[src/rtl/ctrl_pkg.sv]
// Shared types and constants for the control unit: opcodes, select codes,
// FSM states, instruction field positions and decode record.
package ctrl_pkg;

  typedef enum logic [3:0] {
    OP_NOP  = 4'd0,
    OP_ALU  = 4'd1,
    OP_ADDI = 4'd2,
    OP_LUI  = 4'd3,
    OP_LD   = 4'd4,
    OP_JAL  = 4'd5,
    OP_JR   = 4'd6,
    OP_HALT = 4'd15
  } opcode_e;

  localparam logic [2:0] ALU_ADD   = 3'd0;
  localparam logic [2:0] ALU_SUB   = 3'd1;
  localparam logic [2:0] ALU_AND   = 3'd2;
  localparam logic [2:0] ALU_OR    = 3'd3;
  localparam logic [2:0] ALU_XOR   = 3'd4;
  localparam logic [2:0] ALU_SLL   = 3'd5;
  localparam logic [2:0] ALU_SRL   = 3'd6;
  localparam logic [2:0] ALU_PASSB = 3'd7;

  localparam logic [2:0] OPS_RY     = 3'd0;
  localparam logic [2:0] OPS_IMM    = 3'd1;
  localparam logic [2:0] OPS_IMM_HI = 3'd2;

  localparam logic [2:0] DS_ALU = 3'd0;
  localparam logic [2:0] DS_MEM = 3'd1;
  localparam logic [2:0] DS_PC  = 3'd2;

  localparam logic [2:0] PC_ALU  = 3'd0;
  localparam logic [2:0] PC_REL  = 3'd1;
  localparam logic [2:0] PC_INC  = 3'd2;
  localparam logic [2:0] PC_HOLD = 3'd3;

  typedef enum logic [2:0] {
    S_FETCH, S_DECODE, S_EXEC, S_MEM, S_WB, S_HALT, S_TRAP
  } state_e;

  localparam int OP_HI  = 15, OP_LO  = 12;
  localparam int RZ_HI  = 11, RZ_LO  = 9;
  localparam int RX_HI  = 8,  RX_LO  = 6;
  localparam int RY_HI  = 5,  RY_LO  = 3;
  localparam int FN_HI  = 2,  FN_LO  = 0;
  localparam int IMM_HI = 5,  IMM_LO = 0;

  // Execution class: what EXEC does with the instruction.
  typedef enum logic [2:0] {
    CL_NOP, CL_REG, CL_JAL, CL_JR, CL_LD, CL_HALT, CL_ILL
  } iclass_e;

  typedef struct packed {
    iclass_e    cls;
    logic [2:0] rz;
    logic [2:0] rx;
    logic [2:0] ry;
    logic [2:0] alu;
    logic [2:0] op_s;
    logic [2:0] data_s;
    logic [5:0] imm;
  } dec_t;

  function automatic logic exec_we(iclass_e c);
    logic we;
    we = (c == CL_REG) || (c == CL_JAL);
    return we;
  endfunction

  function automatic logic [2:0] exec_pc(iclass_e c);
    logic [2:0] sel;
    case (c)
      CL_NOP, CL_REG, CL_ILL: sel = PC_INC;
      CL_JAL:                 sel = PC_REL;
      CL_JR:                  sel = PC_ALU;
      default:                sel = PC_HOLD;
    endcase
    return sel;
  endfunction

endpackage

[src/rtl/instr_decoder.sv]
// Combinational instruction decoder: splits IR into register fields,
// immediate, ALU op, operand/write-data selects and the execution class.
module instr_decoder
  import ctrl_pkg::*;
(
  input  logic [15:0] ir_i,
  output dec_t        dec_o
);

  logic [3:0] op;
  assign op = ir_i[OP_HI:OP_LO];

  always_comb begin
    dec_o        = '0;
    dec_o.rz     = ir_i[RZ_HI:RZ_LO];
    dec_o.rx     = ir_i[RX_HI:RX_LO];
    dec_o.ry     = ir_i[RY_HI:RY_LO];
    dec_o.imm    = ir_i[IMM_HI:IMM_LO];
    dec_o.alu    = ALU_ADD;
    dec_o.op_s   = OPS_RY;
    dec_o.data_s = DS_ALU;
    case (op)
      OP_NOP:  dec_o.cls = CL_NOP;
      OP_ALU: begin
        dec_o.cls = CL_REG;
        dec_o.alu = ir_i[FN_HI:FN_LO];
      end
      OP_ADDI: begin
        dec_o.cls  = CL_REG;
        dec_o.op_s = OPS_IMM;
      end
      OP_LUI: begin
        dec_o.cls  = CL_REG;
        dec_o.alu  = ALU_OR;
        dec_o.op_s = OPS_IMM_HI;
      end
      OP_LD: begin
        dec_o.cls    = CL_LD;
        dec_o.op_s   = OPS_IMM;
        dec_o.data_s = DS_MEM;
      end
      OP_JAL: begin
        dec_o.cls    = CL_JAL;
        dec_o.op_s   = OPS_IMM;
        dec_o.data_s = DS_PC;
      end
      OP_JR: begin
        dec_o.cls  = CL_JR;
        dec_o.op_s = OPS_IMM;
      end
      OP_HALT: dec_o.cls = CL_HALT;
      default: dec_o.cls = CL_ILL;
    endcase
  end

endmodule

[src/rtl/control_unit.sv]
// Multi-cycle sequencer FETCH/DECODE/EXEC[/MEM/WB] for the 16-bit datapath.
// Define CTRL_ILLEGAL_TRAP_EN to trap illegal opcodes in TRAP with fault set.
module control_unit
  import ctrl_pkg::*;
(
  input  logic        clock,
  input  logic        reset,
  input  logic        run,
  output logic        imem_req,
  input  logic        imem_ack,
  input  logic [15:0] imem_rdata,
  output logic        dmem_req,
  input  logic        dmem_ack,
  output logic [2:0]  rX_address,
  output logic [2:0]  rY_address,
  output logic [2:0]  rZ_address,
  output logic [2:0]  alu_ctr,
  output logic [2:0]  operand_s,
  output logic [2:0]  data_s,
  output logic [2:0]  pc_s,
  output logic        clk_en,
  output logic [5:0]  immediate,
  output logic        halted,
  output logic        fault
);

`ifdef CTRL_ILLEGAL_TRAP_EN
  localparam bit TRAP_EN = 1'b1;
`else
  localparam bit TRAP_EN = 1'b0;
`endif

  state_e      state_q;
  logic [15:0] ir_q;
  logic [2:0]  rx_q, ry_q, rz_q, alu_q, ops_q, ds_q, pcs_q;
  logic [5:0]  imm_q;
  logic        we_q, dreq_q, halted_q;
  dec_t        dec;

  instr_decoder u_dec (
    .ir_i  (ir_q),
    .dec_o (dec)
  );

  always_ff @(posedge clock or posedge reset) begin
    if (reset) begin
      state_q  <= S_FETCH;
      ir_q     <= '0;
      rx_q     <= '0;
      ry_q     <= '0;
      rz_q     <= '0;
      alu_q    <= '0;
      ops_q    <= '0;
      ds_q     <= '0;
      imm_q    <= '0;
      pcs_q    <= PC_HOLD;
      we_q     <= 1'b0;
      dreq_q   <= 1'b0;
      halted_q <= 1'b0;
    end else begin
      // Strobes live for a single cycle unless a state re-arms them.
      we_q  <= 1'b0;
      pcs_q <= PC_HOLD;
      case (state_q)
        S_FETCH: begin
          if (run && imem_ack) begin
            ir_q    <= imem_rdata;
            state_q <= S_DECODE;
          end
        end
        S_DECODE: begin
          rx_q    <= dec.rx;
          ry_q    <= dec.ry;
          rz_q    <= dec.rz;
          alu_q   <= dec.alu;
          ops_q   <= dec.op_s;
          ds_q    <= dec.data_s;
          imm_q   <= dec.imm;
          we_q    <= exec_we(dec.cls);
          pcs_q   <= (TRAP_EN && dec.cls == CL_ILL) ? PC_HOLD : exec_pc(dec.cls);
          state_q <= S_EXEC;
        end
        S_EXEC: begin
          case (dec.cls)
            CL_LD: begin
              dreq_q  <= 1'b1;
              state_q <= S_MEM;
            end
            CL_HALT: begin
              halted_q <= 1'b1;
              state_q  <= S_HALT;
            end
            CL_ILL:  state_q <= TRAP_EN ? S_TRAP : S_FETCH;
            default: state_q <= S_FETCH;
          endcase
        end
        S_MEM: begin
          if (dmem_ack) begin
            dreq_q  <= 1'b0;
            we_q    <= 1'b1;
            ds_q    <= DS_MEM;
            pcs_q   <= PC_INC;
            state_q <= S_WB;
          end
        end
        S_WB:            state_q <= S_FETCH;
        S_HALT, S_TRAP:  state_q <= state_q;
        default:         state_q <= S_FETCH;
      endcase
    end
  end

`ifdef CTRL_ILLEGAL_TRAP_EN
  logic fault_q;
  always_ff @(posedge clock or posedge reset) begin
    if (reset)                                           fault_q <= 1'b0;
    else if (state_q == S_EXEC && dec.cls == CL_ILL)     fault_q <= 1'b1;
  end
  assign fault = fault_q;
`else
  assign fault = 1'b0;
`endif

  // Reset gates the request combinationally so it drops the moment reset rises.
  assign imem_req   = (state_q == S_FETCH) && run && !reset;
  assign dmem_req   = dreq_q;
  assign rX_address = rx_q;
  assign rY_address = ry_q;
  assign rZ_address = rz_q;
  assign alu_ctr    = alu_q;
  assign operand_s  = ops_q;
  assign data_s     = ds_q;
  // The datapath's pc_mux input 3 must feed back the current PC (hold).
  assign pc_s       = pcs_q;
  assign clk_en     = we_q;
  assign immediate  = imm_q;
  assign halted     = halted_q;

endmodule
[config.mk]
export PLATFORM = sky130hd
export DESIGN_NAME = control_unit
export DESIGN_NICKNAME = d
export VERILOG_FILES = /design/src/rtl/ctrl_pkg.sv /design/src/rtl/instr_decoder.sv /design/src/rtl/control_unit.sv
export SDC_FILE = /design/constraint.sdc
export NUM_CORES = 1
export LEC_CHECK = 0
export CORE_ASPECT_RATIO = 0.6
export CORE_MARGIN = 1.5
export CORE_UTILIZATION = 54
export DETAILED_ROUTE_END_ITERATION = 16
export GPL_ROUTABILITY_DRIVEN = 0
export GPL_TIMING_DRIVEN = 0
export PLACE_DENSITY = 0.85
export SLEW_MARGIN = 40
export SYNTH_ARGS = -nofsm -noshare
export SYNTH_HDL_FRONTEND = slang
export SYNTH_HIERARCHICAL = 1
export SYNTH_SLANG_ARGS = --single-unit
[constraint.sdc]
create_clock -name clock -period 3.7 [get_ports clock]
set_input_delay 0.555 -clock clock [delete_from_list [all_inputs] [get_ports clock]]
set_output_delay 0.555 -clock clock [all_outputs]
set_load 0.01 [all_outputs]
==> results of run 1 <==
## worst paths after layout
path / end / slack, ns / depth (start not counted)
setup / recovery: imem_req / 1.12 / 4
min in group asynchronous: dmem_req$_DFFE_PP0P_ / 0.56 / 2
max in group asynchronous: pc_s[1]$_DFF_PP1_ / 2.64 / 3
hold / removal: halted$_DFFE_PP0P_ / 0.49 / 1
hold reg to reg: halted$_DFFE_PP0P_ / 0.49 / 1
setup reg to reg: state_q[0]$_DFFE_PP0P_ / 1.91 / 6
## metal layers
metal	part of all wire [%]	wire length (um)	vias up
met5	0	0	-
met4	0.55	23	0
met3	5.9	245	5
met2	43	1800	41
met1	50	2100	709
li1	-	-	693
## power by group through the flow
stage / clock network, uW / registers (uW) / logic (uW)
finish: 317 / 949 / 1340
global route: 346 / 982 / 1440
CTS: 323 / 952 / 1350
detailed placement: 0 / 958 / 1340
global placement: 0 / 948 / 1300
floorplan: 0 / 994 / 822
## cells by family (layout without fill, tap and decap cells)
family	after synthesis	in the layout	synth area share, %
AOI/OAI and AO/OA	17	17	5.14
xor gates and xnor gates	3	3	1.15
buffers and inverters	32	91	10.2
DFF	48	48	52.6
muxes	39	39	20.7
other	2	4	0.328
and+or+nand+nor	30	30	9.79
## registers in the layout, summed over array words and instances, names as in the netlist, 2 cells and up
name,flops
rY_address,3
pc_s,2
ir_q,16
rZ_address,3
data_s,3
state_q,3
immediate,6
operand_s,3
rX_address,3
alu_ctr,3
## per-stage QoR
stage / setup WS, ns / setup TNS (ns) / power, uW / utilization, %
2_1_floorplan: 1.28 / 0 / 1820 / -
3_5_place_dp: 1.12 / 0 / 2300 / 71.0
5_1_grt: 1.07 / 0 / 2770 / 73.2
6_report: 1.12 / 0 / 2610 / 73.2
3_3_place_gp: -0.0318 / -0.0318 / 2250 / 70.4
4_1_cts: 1.11 / 0 / 2620 / 73.2
## layout make-up
| cell class | instances | area, um2 | share of cell area [%] |
|---|---|---|---|
| clock inverter | 2 | 10.0 | 0.335 |
| buffer | 27 | 215 | 7.21 |
| multi-input combinational | 93 | 857 | 28.7 |
| inverter | 5 | 21.3 | 0.712 |
| tap | 60 | 75.1 | 2.51 |
| timing repair buffer | 51 | 520 | 17.4 |
| sequential | 48 | 1200 | 40.3 |
| clock buffer | 6 | 82.6 | 2.77 |
## synthesized netlist by cell type
library cell,number,area (um2)
a21oi_1,2,10.0
a22o_1,2,17.5
a31o_2,1,8.76
a32o_1,1,10.0
a32oi_1,2,17.5
and2_1,1,6.26
and2_2,1,7.51
and3b_1,1,8.76
and4b_1,1,10.0
buf_2,1,5.00
buf_4,22,165
buf_6,4,45.0
conb_1,2,7.51
dfrtp_1,46,1150
dfstp_2,2,52.6
inv_1,4,15.0
inv_2,1,3.75
mux2_2,27,304
mux2_4,10,150
mux2i_1,2,20.0
nand2_1,4,15.0
nand2_4,1,11.3
nand2b_1,1,6.26
nand3_1,1,5.00
nand3b_1,2,15.0
nand4_1,1,6.26
nor2_1,4,15.0
nor2b_1,3,18.8
nor3_1,1,5.00
nor3b_1,4,30.0
nor3b_2,1,12.5
nor4_2,1,12.5
nor4b_2,1,15.0
nor4b_4,1,23.8
o21a_1,3,22.5
o21ai_0,5,25.0
o22ai_1,1,6.26
xnor2_1,2,17.5
xor2_1,1,8.76
==> results.json, run 1 <==
{
  "rr_startpoint": "ir_q[12]$_DFFE_PP0P_",
  "peakVddDrop_uv": 518,
  "vias": 1448,
  "nets": 252,
  "switchingPower_uw": 846,
  "crit_chain": "clkdlybuf4s50_1 -> nor4b_4 -> and2_1 -> clkdlybuf4s50_1",
  "syn_area_per_cell_um2": 13.4,
  "design_area_um2": 2990,
  "grt_use_met2_pct": 27.1,
  "clk_transition_reported_paths_ns": 0.09,
  "critPathKind": "input port to primary output",
  "yosys_warnings": 6,
  "cts_setup_buffers": 0,
  "power_frac_comb_pct": 51.4,
  "min_period_ns": 2.58,
  "met3_usage_pct": 6.71,
  "required_ns": 3.14,
  "p_int_uw": 1760,
  "dieWidth_um": 87.0,
  "clockRootBuffer": "clkbuf_8",
  "cp_data_arrival_time_ns": 2.02,
  "slowest_stage": "clkdlybuf4s50_1",
  "status": "completed",
  "drv_cap": 0,
  "start_kind": "input port",
  "critical_path.max_stage_delay_ns": 0.53,
  "drt_pre_antenna_iters": 4,
  "hold_violations": 0,
  "drv_slew": 0,
  "core_area_um2": 4080,
  "period_share_pct": 69.7,
  "hold_ws_ns": 0.492,
  "critical_path.top_delay_family": "buffers and inverters",
  "swShare_pct": 32.5,
  "crit_top_cell": "clkdlybuf4s50_1",
  "syn_area_um2": 2290,
  "grt_pass1_wl_um": 6690,
  "wl_um": 4170,
  "clk_latency_ns": 0.30,
  "ant_nets": 0,
  "n_antenna_cell": 0,
  "grt-busiest-layer": "met1",
  "hp-class": "flip-flop to flip-flop",
  "viasPerCell": 4.96,
  "first_iter_violations": 53,
  "holdCritStartpoint": "halted$_DFFE_PP0P_",
  "max_freq_ghz": 0.388,
  "initial_core_util_pct": 56.1,
  "cts_hold_buf": 0,
  "die_h_um": 53.4,
  "gr-usage-met1_pct": 29.4,
  "numCtsBuffers": 5,
  "fillers": 307,
  "netlist_instances": 171,
  "dp_cells": 284,
  "relSlewSlack_pct": 51.2,
  "clkPwrFrac_pct": 12.2,
  "cp_max_fo": 3,
  "cts_resized": 0,
  "final_cells": 292,
  "ys_seq_elements": 48,
  "worst_slew_pin_slew_ns": 0.724,
  "row_count": 18,
  "leakage_uw": 0.00135,
  "area_delta_synth_final_pct": 30.5,
  "grt_pass1_vias": 1305,
  "grt_max_degree": 27,
  "wire_per_inst_um": 14.3,
  "remaining_drc_errors": 0,
  "io_buffers": 50,
  "clock_sinks": 48,
  "pwr-share-seq_pct": 36.4,
  "hpwl_um": 3030,
  "cts_max_level": 2,
  "grt_overflow": 0,
  "critPathLaunch": "run",
  "p_per_area_nw_per_um2": 873,
  "layout_common_cells": "clkdlybuf4s50_1, dfrtp_1, mux2_2, buf_4, mux2_4",
  "dieArea_um2": 4650,
  "setup-violations-final": 0,
  "path_buf_inv": 2,
  "cts_tree": "built",
  "clk_path_buf_depth": 2,
  "endpoint_kind": "primary output",
  "dpl_cell_area_um2": 2890,
  "top_level_ports": 53,
  "drive_gt1_share_pct": 36.2,
  "yosysSeqAreaShare_pct": 52.6,
  "skew_ns": 0.0103,
  "rsz0062_at_grt": "false",
  "grt_usage_pct": 19.8,
  "antenna_found_initial": 0,
  "ys_types": 39,
  "final_common_cell": "clkdlybuf4s50_1"
}
Note: power is estimated with default switching activity, not from simulation.
==> run 2: changes to the inputs <==
Settings changed: CORE_UTILIZATION 54 to 50, PLACE_DENSITY 0.85 to 0.8.
Clock period 3.7 ns to 2.5 ns, I/O delays scaled along.
==> run 2 against run 1 <==
Effect of this change:
- non-clock buffer count stayed put
- critical path depth is 1 lower
- via count is 1.7% lower
- global-route usage is 1.8 points lower
- clock skew is 0.0050 ns lower
- die area is 7.6% higher
- final cell count stayed put
- core utilization is 3.1 points lower
- register-to-register slack worse by 1.2 ns
- wire length is 2.8% lower
- combinational power is 47% higher
- largest power group unchanged
- sequential share of layout area stayed put
==> results.json, run 2 (same netlist as run 1, synthesis figures left out) <==
{
  "max_freq_ghz": 0.440,
  "drt_pre_antenna_iters": 4,
  "grt_usage_pct": 18.0,
  "hp-class": "input port to async pin",
  "vias": 1423,
  "clk_transition_reported_paths_ns": 0.08,
  "dieWidth_um": 90.3,
  "setup-violations-final": 0,
  "setup.worst_path.end": "imem_req",
  "critPathLaunch": "state_q[2]$_DFFE_PP0P_",
  "drive_gt1_share_pct": 36.2,
  "grt_pass1_wl_um": 6960,
  "status": "completed",
  "critPathKind": "flip-flop to primary output",
  "dieArea_um2": 5000,
  "cp_max_fo": 8,
  "clk_latency_ns": 0.30,
  "top_register": "ir_q",
  "drv_slew": 0,
  "core_area_um2": 4260,
  "ant_nets": 0,
  "layout_common_cells": "clkdlybuf4s50_1, dfrtp_1, mux2_2, buf_4, mux2_4",
  "initial_core_util_pct": 53.7,
  "io_buffers": 50,
  "leakage_uw": 0.00135,
  "crit_chain": "nor4b_4 -> and2_1 -> clkdlybuf4s50_1",
  "required_ns": 2.12,
  "numCtsBuffers": 5,
  "grt_max_degree": 35,
  "cts_setup_buffers": 0,
  "skew_ns": 0.00535,
  "path_buf_inv": 1,
  "endpoint_kind": "primary output",
  "setup_slack_ns": 0.225,
  "critical_path.top_delay_family": "simple AND/OR/NAND/NOR gates",
  "min_period_ns": 2.27,
  "clock_sinks": 48,
  "cts_tree": "built",
  "slowest_stage": "clkdlybuf4s50_1",
  "clk_path_buf_depth": 2,
  "viasPerCell": 4.87,
  "rr_startpoint": "ir_q[13]$_DFFE_PP0P_",
  "first_iter_violations": 68,
  "area_delta_synth_final_pct": 30.5,
  "cts_hold_buf": 0,
  "cts_max_level": 2,
  "hold_ws_ns": 0.343,
  "hpwl_um": 3020,
  "p_per_area_nw_per_um2": 1280,
  "critical_path.max_stage_delay_ns": 0.52,
  "clockRootBuffer": "clkbuf_8",
  "wire_per_inst_um": 13.9,
  "hold_violations": 0,
  "n_antenna_cell": 0,
  "rsz0062_at_grt": "false",
  "worst_slew_pin_slew_ns": 0.678,
  "cp_data_arrival_time_ns": 1.90,
  "remaining_drc_errors": 0,
  "grt_pass1_vias": 1371,
  "reg2reg_depth": 7,
  "drv_cap": 0,
  "period_share_pct": 91.0,
  "start_kind": "flip-flop",
  "antenna_found_initial": 0,
  "largest_reg_flops": 16,
  "crit_cells": 3,
  "row_count": 18,
  "dp_slack_ns": 0.289,
  "r2r-end": "state_q[0]$_DFFE_PP0P_",
  "grt_overflow": 0,
  "peakVddDrop_uv": 820,
  "nets": 252,
  "cts_resized": 0,
  "die_h_um": 55.4,
  "r2r_setup_slack_ns": 0.76,
  "top_level_ports": 53,
  "final_common_cell": "clkdlybuf4s50_1",
  "wl_um": 4060,
  "relSlewSlack_pct": 54.3
}
[run 2: cell counts in the layout (fill, tap and decap cells not counted)]
Identical to the previous run, type by type.
[run 2: report_power, final]
part,switching (uW),internal (uW)
Combinational,740,1230
Clock,250,221
Sequential,242,1160
[run 2: layer usage]
metal / routed length (um) / global-route usage [%] / part of all wire [%]
met1: 2040 / 27.2 / 50
met2: 1720 / 24.0 / 43
met3: 209 / 5.51 / 5.2
met4: 77 / 6.35 / 1.9
met5: 0 / 0 / 0
[run 2: per-stage QoR]
stage	total power [uW]	TNS, ns	area (um2)	util (%)	instances
global route	4100	0	2990	70.1	292
global placement	3330	-0.854	2870	67.4	283
CTS	3870	0	2990	70.1	292
detailed placement	3390	0	2890	68.0	284
finish	3840	0	2990	70.1	292
floorplan	2690	0	2290	-	173
[run 2: layout make-up]
cell class / count / area [um2]
well taps: 60 / 75.1
flip-flops and latches: 48 / 1200
clock inverters: 2 / 10.0
fillers: 340 / 1270
repair buffers: 51 / 520
plain buffers: 27 / 215
clock buffers: 6 / 82.6
multi-input cells: 93 / 857
inverters: 5 / 21.3
[run 2: worst min path at each step]
stage                                     from                     end  slack [ns]  cells past startpoint
after global routing                     reset  state_q[1]$_DFFE_PP0P_        0.36                      2
after detailed placement    halted$_DFFE_PP0P_      halted$_DFFE_PP0P_        0.49                      1
after global placement      halted$_DFFE_PP0P_      halted$_DFFE_PP0P_        0.45                      1
after floorplan           ir_q[10]$_DFFE_PP0P_    ir_q[10]$_DFFE_PP0P_        0.48                      1
final                                    reset    dmem_req$_DFFE_PP0P_        0.34                      2
after CTS                                reset  state_q[1]$_DFFE_PP0P_        0.35                      2
==> run 3: changes to the inputs <==
Settings changed: CAP_MARGIN set to 20, CORE_ASPECT_RATIO 0.6 to 1.25.
==> run 3 against run 2 <==
Effect of this change:
- worst hold slack gained 0.039 ns
- largest power group unchanged
- largest cell class unchanged
- via count down 1.3%
- combinational power barely moved
- power shrank 1.7%
- fmax fell by 3.4%
- final cell count fell by 1.0%
- first-iteration DRC count is 51% lower
- non-clock buffer count stayed put
- critical endpoint unchanged
==> results.json, run 3 (same netlist as run 1, synthesis figures left out) <==
{
  "largest_reg_flops": 16,
  "clk_transition_reported_paths_ns": 0.08,
  "grt_pass1_wl_um": 6620,
  "cp_max_fo": 29,
  "grt_usage_pct": 17.0,
  "required_ns": 2.12,
  "cts_resized": 0,
  "top_register": "ir_q",
  "start_kind": "input port",
  "core_area_um2": 4390,
  "p_per_area_nw_per_um2": 1270,
  "hp-class": "input port to async pin",
  "final_cells": 289,
  "first_iter_violations": 33,
  "die_h_um": 78.6,
  "critPathKind": "input port to primary output",
  "clockRootBuffer": "clkbuf_8",
  "grt_overflow": 0,
  "clk_latency_ns": 0.29,
  "wire_per_inst_um": 13.1,
  "power_uw": 3770,
  "skew_ns": 0.00670,
  "area_delta_synth_final_pct": 29.8,
  "nets": 252,
  "numCtsBuffers": 5,
  "cts_max_level": 2,
  "wl_um": 3790,
  "tns_ns": 0,
  "initial_core_util_pct": 52.1,
  "critPathLaunch": "reset",
  "final_common_cell": "clkdlybuf4s50_1",
  "hold_violations": 0,
  "clock_sinks": 48,
  "cts_hold_buf": 0,
  "n_antenna_cell": 0,
  "io_buffers": 50,
  "min_period_ns": 2.35,
  "antenna_found_initial": 0,
  "grt_pass1_vias": 1431,
  "design_area_um2": 2970,
  "period_share_pct": 94.2,
  "dp_cells": 282,
  "top_level_ports": 53,
  "cts_setup_buffers": 0,
  "status": "completed",
  "hpwl_um": 2720,
  "drt_pre_antenna_iters": 4,
  "worst_slew_pin_slew_ns": 0.708,
  "reg2reg_depth": 6,
  "rr_startpoint": "ir_q[12]$_DFFE_PP0P_",
  "viasPerCell": 4.86,
  "dieArea_um2": 4990,
  "row_count": 27,
  "peakVddDrop_uv": 681,
  "dpl_cell_area_um2": 2890,
  "hold_ws_ns": 0.382,
  "leakage_uw": 0.00134,
  "cts_tree": "built",
  "drv_slew": 0,
  "clk_path_buf_depth": 2,
  "setup-violations-final": 0,
  "cp_data_arrival_time_ns": 1.98,
  "endpoint_kind": "primary output",
  "drive_gt1_share_pct": 35.5,
  "rsz0062_at_grt": "false",
  "drv_cap": 0,
  "ant_nets": 0,
  "dieWidth_um": 63.5,
  "remaining_drc_errors": 0,
  "relSlewSlack_pct": 52.3,
  "layout_common_cells": "clkdlybuf4s50_1, dfrtp_1, mux2_2, buf_4, mux2_4",
  "max_freq_ghz": 0.425,
  "grt_max_degree": 30,
  "vias": 1405
}
==> run 3: final cells by class <==
type,instances,area [um2]
multi-input cells,93,857
inverters,5,21.3
flip-flops and latches,48,1200
clock inverters,1,5.00
repair buffers,51,520
clock buffers,6,72.6
fillers,341,1420
well taps,58,72.6
plain buffers,27,215
==> run 3: final timing paths <==
| kind | to | slack, ns |
|---|---|---|
| worst max-delay path | imem_req | 0.15 |
| worst min-delay path | immediate[0]$_DFFE_PP0P_ | 0.38 |
| worst max register to register | state_q[2]$_DFFE_PP0P_ | 0.76 |
| worst min register to register | halted$_DFFE_PP0P_ | 0.47 |
| max in group asynchronous | pc_s[1]$_DFF_PP1_ | 1.63 |
| min in group clock | halted$_DFFE_PP0P_ | 0.47 |
==> run 3: stage by stage <==
| stage | util (%) | worst slack (ns) |
|---|---|---|
| global placement | 65.3 | -0.886 |
| detailed placement | 65.8 | 0.113 |
| CTS | 67.6 | 0.0992 |
| floorplan | - | 0.436 |
| global route | 67.6 | 0.0310 |
| finish | 67.6 | 0.145 |
==> run 3: metal layers <==
layer	part of all wire (%)	vias up	wire, um	track usage [%]
li1	-	684	-	-
met1	46	676	1740	23.1
met2	47	40	1780	26.2
met3	5.8	5	220	4.15
met4	1.3	0	49	6.52
met5	0	-	0	0
==> run 3: where the power goes <==
part           internal (uW)  switching [uW]  leakage, uW
Clock                    191             240    0.0000410
Sequential              1160             234     0.000585
Combinational           1230             725     0.000709
Total                   2570            1200      0.00134
==> run 3: worst max-delay path: stages <==
cell and delay, ns:
clkdlybuf4s50_1 0.45, inv_4 0.24, buf_12 0.23, and2_1 0.15
clkdlybuf4s50_1 0.53
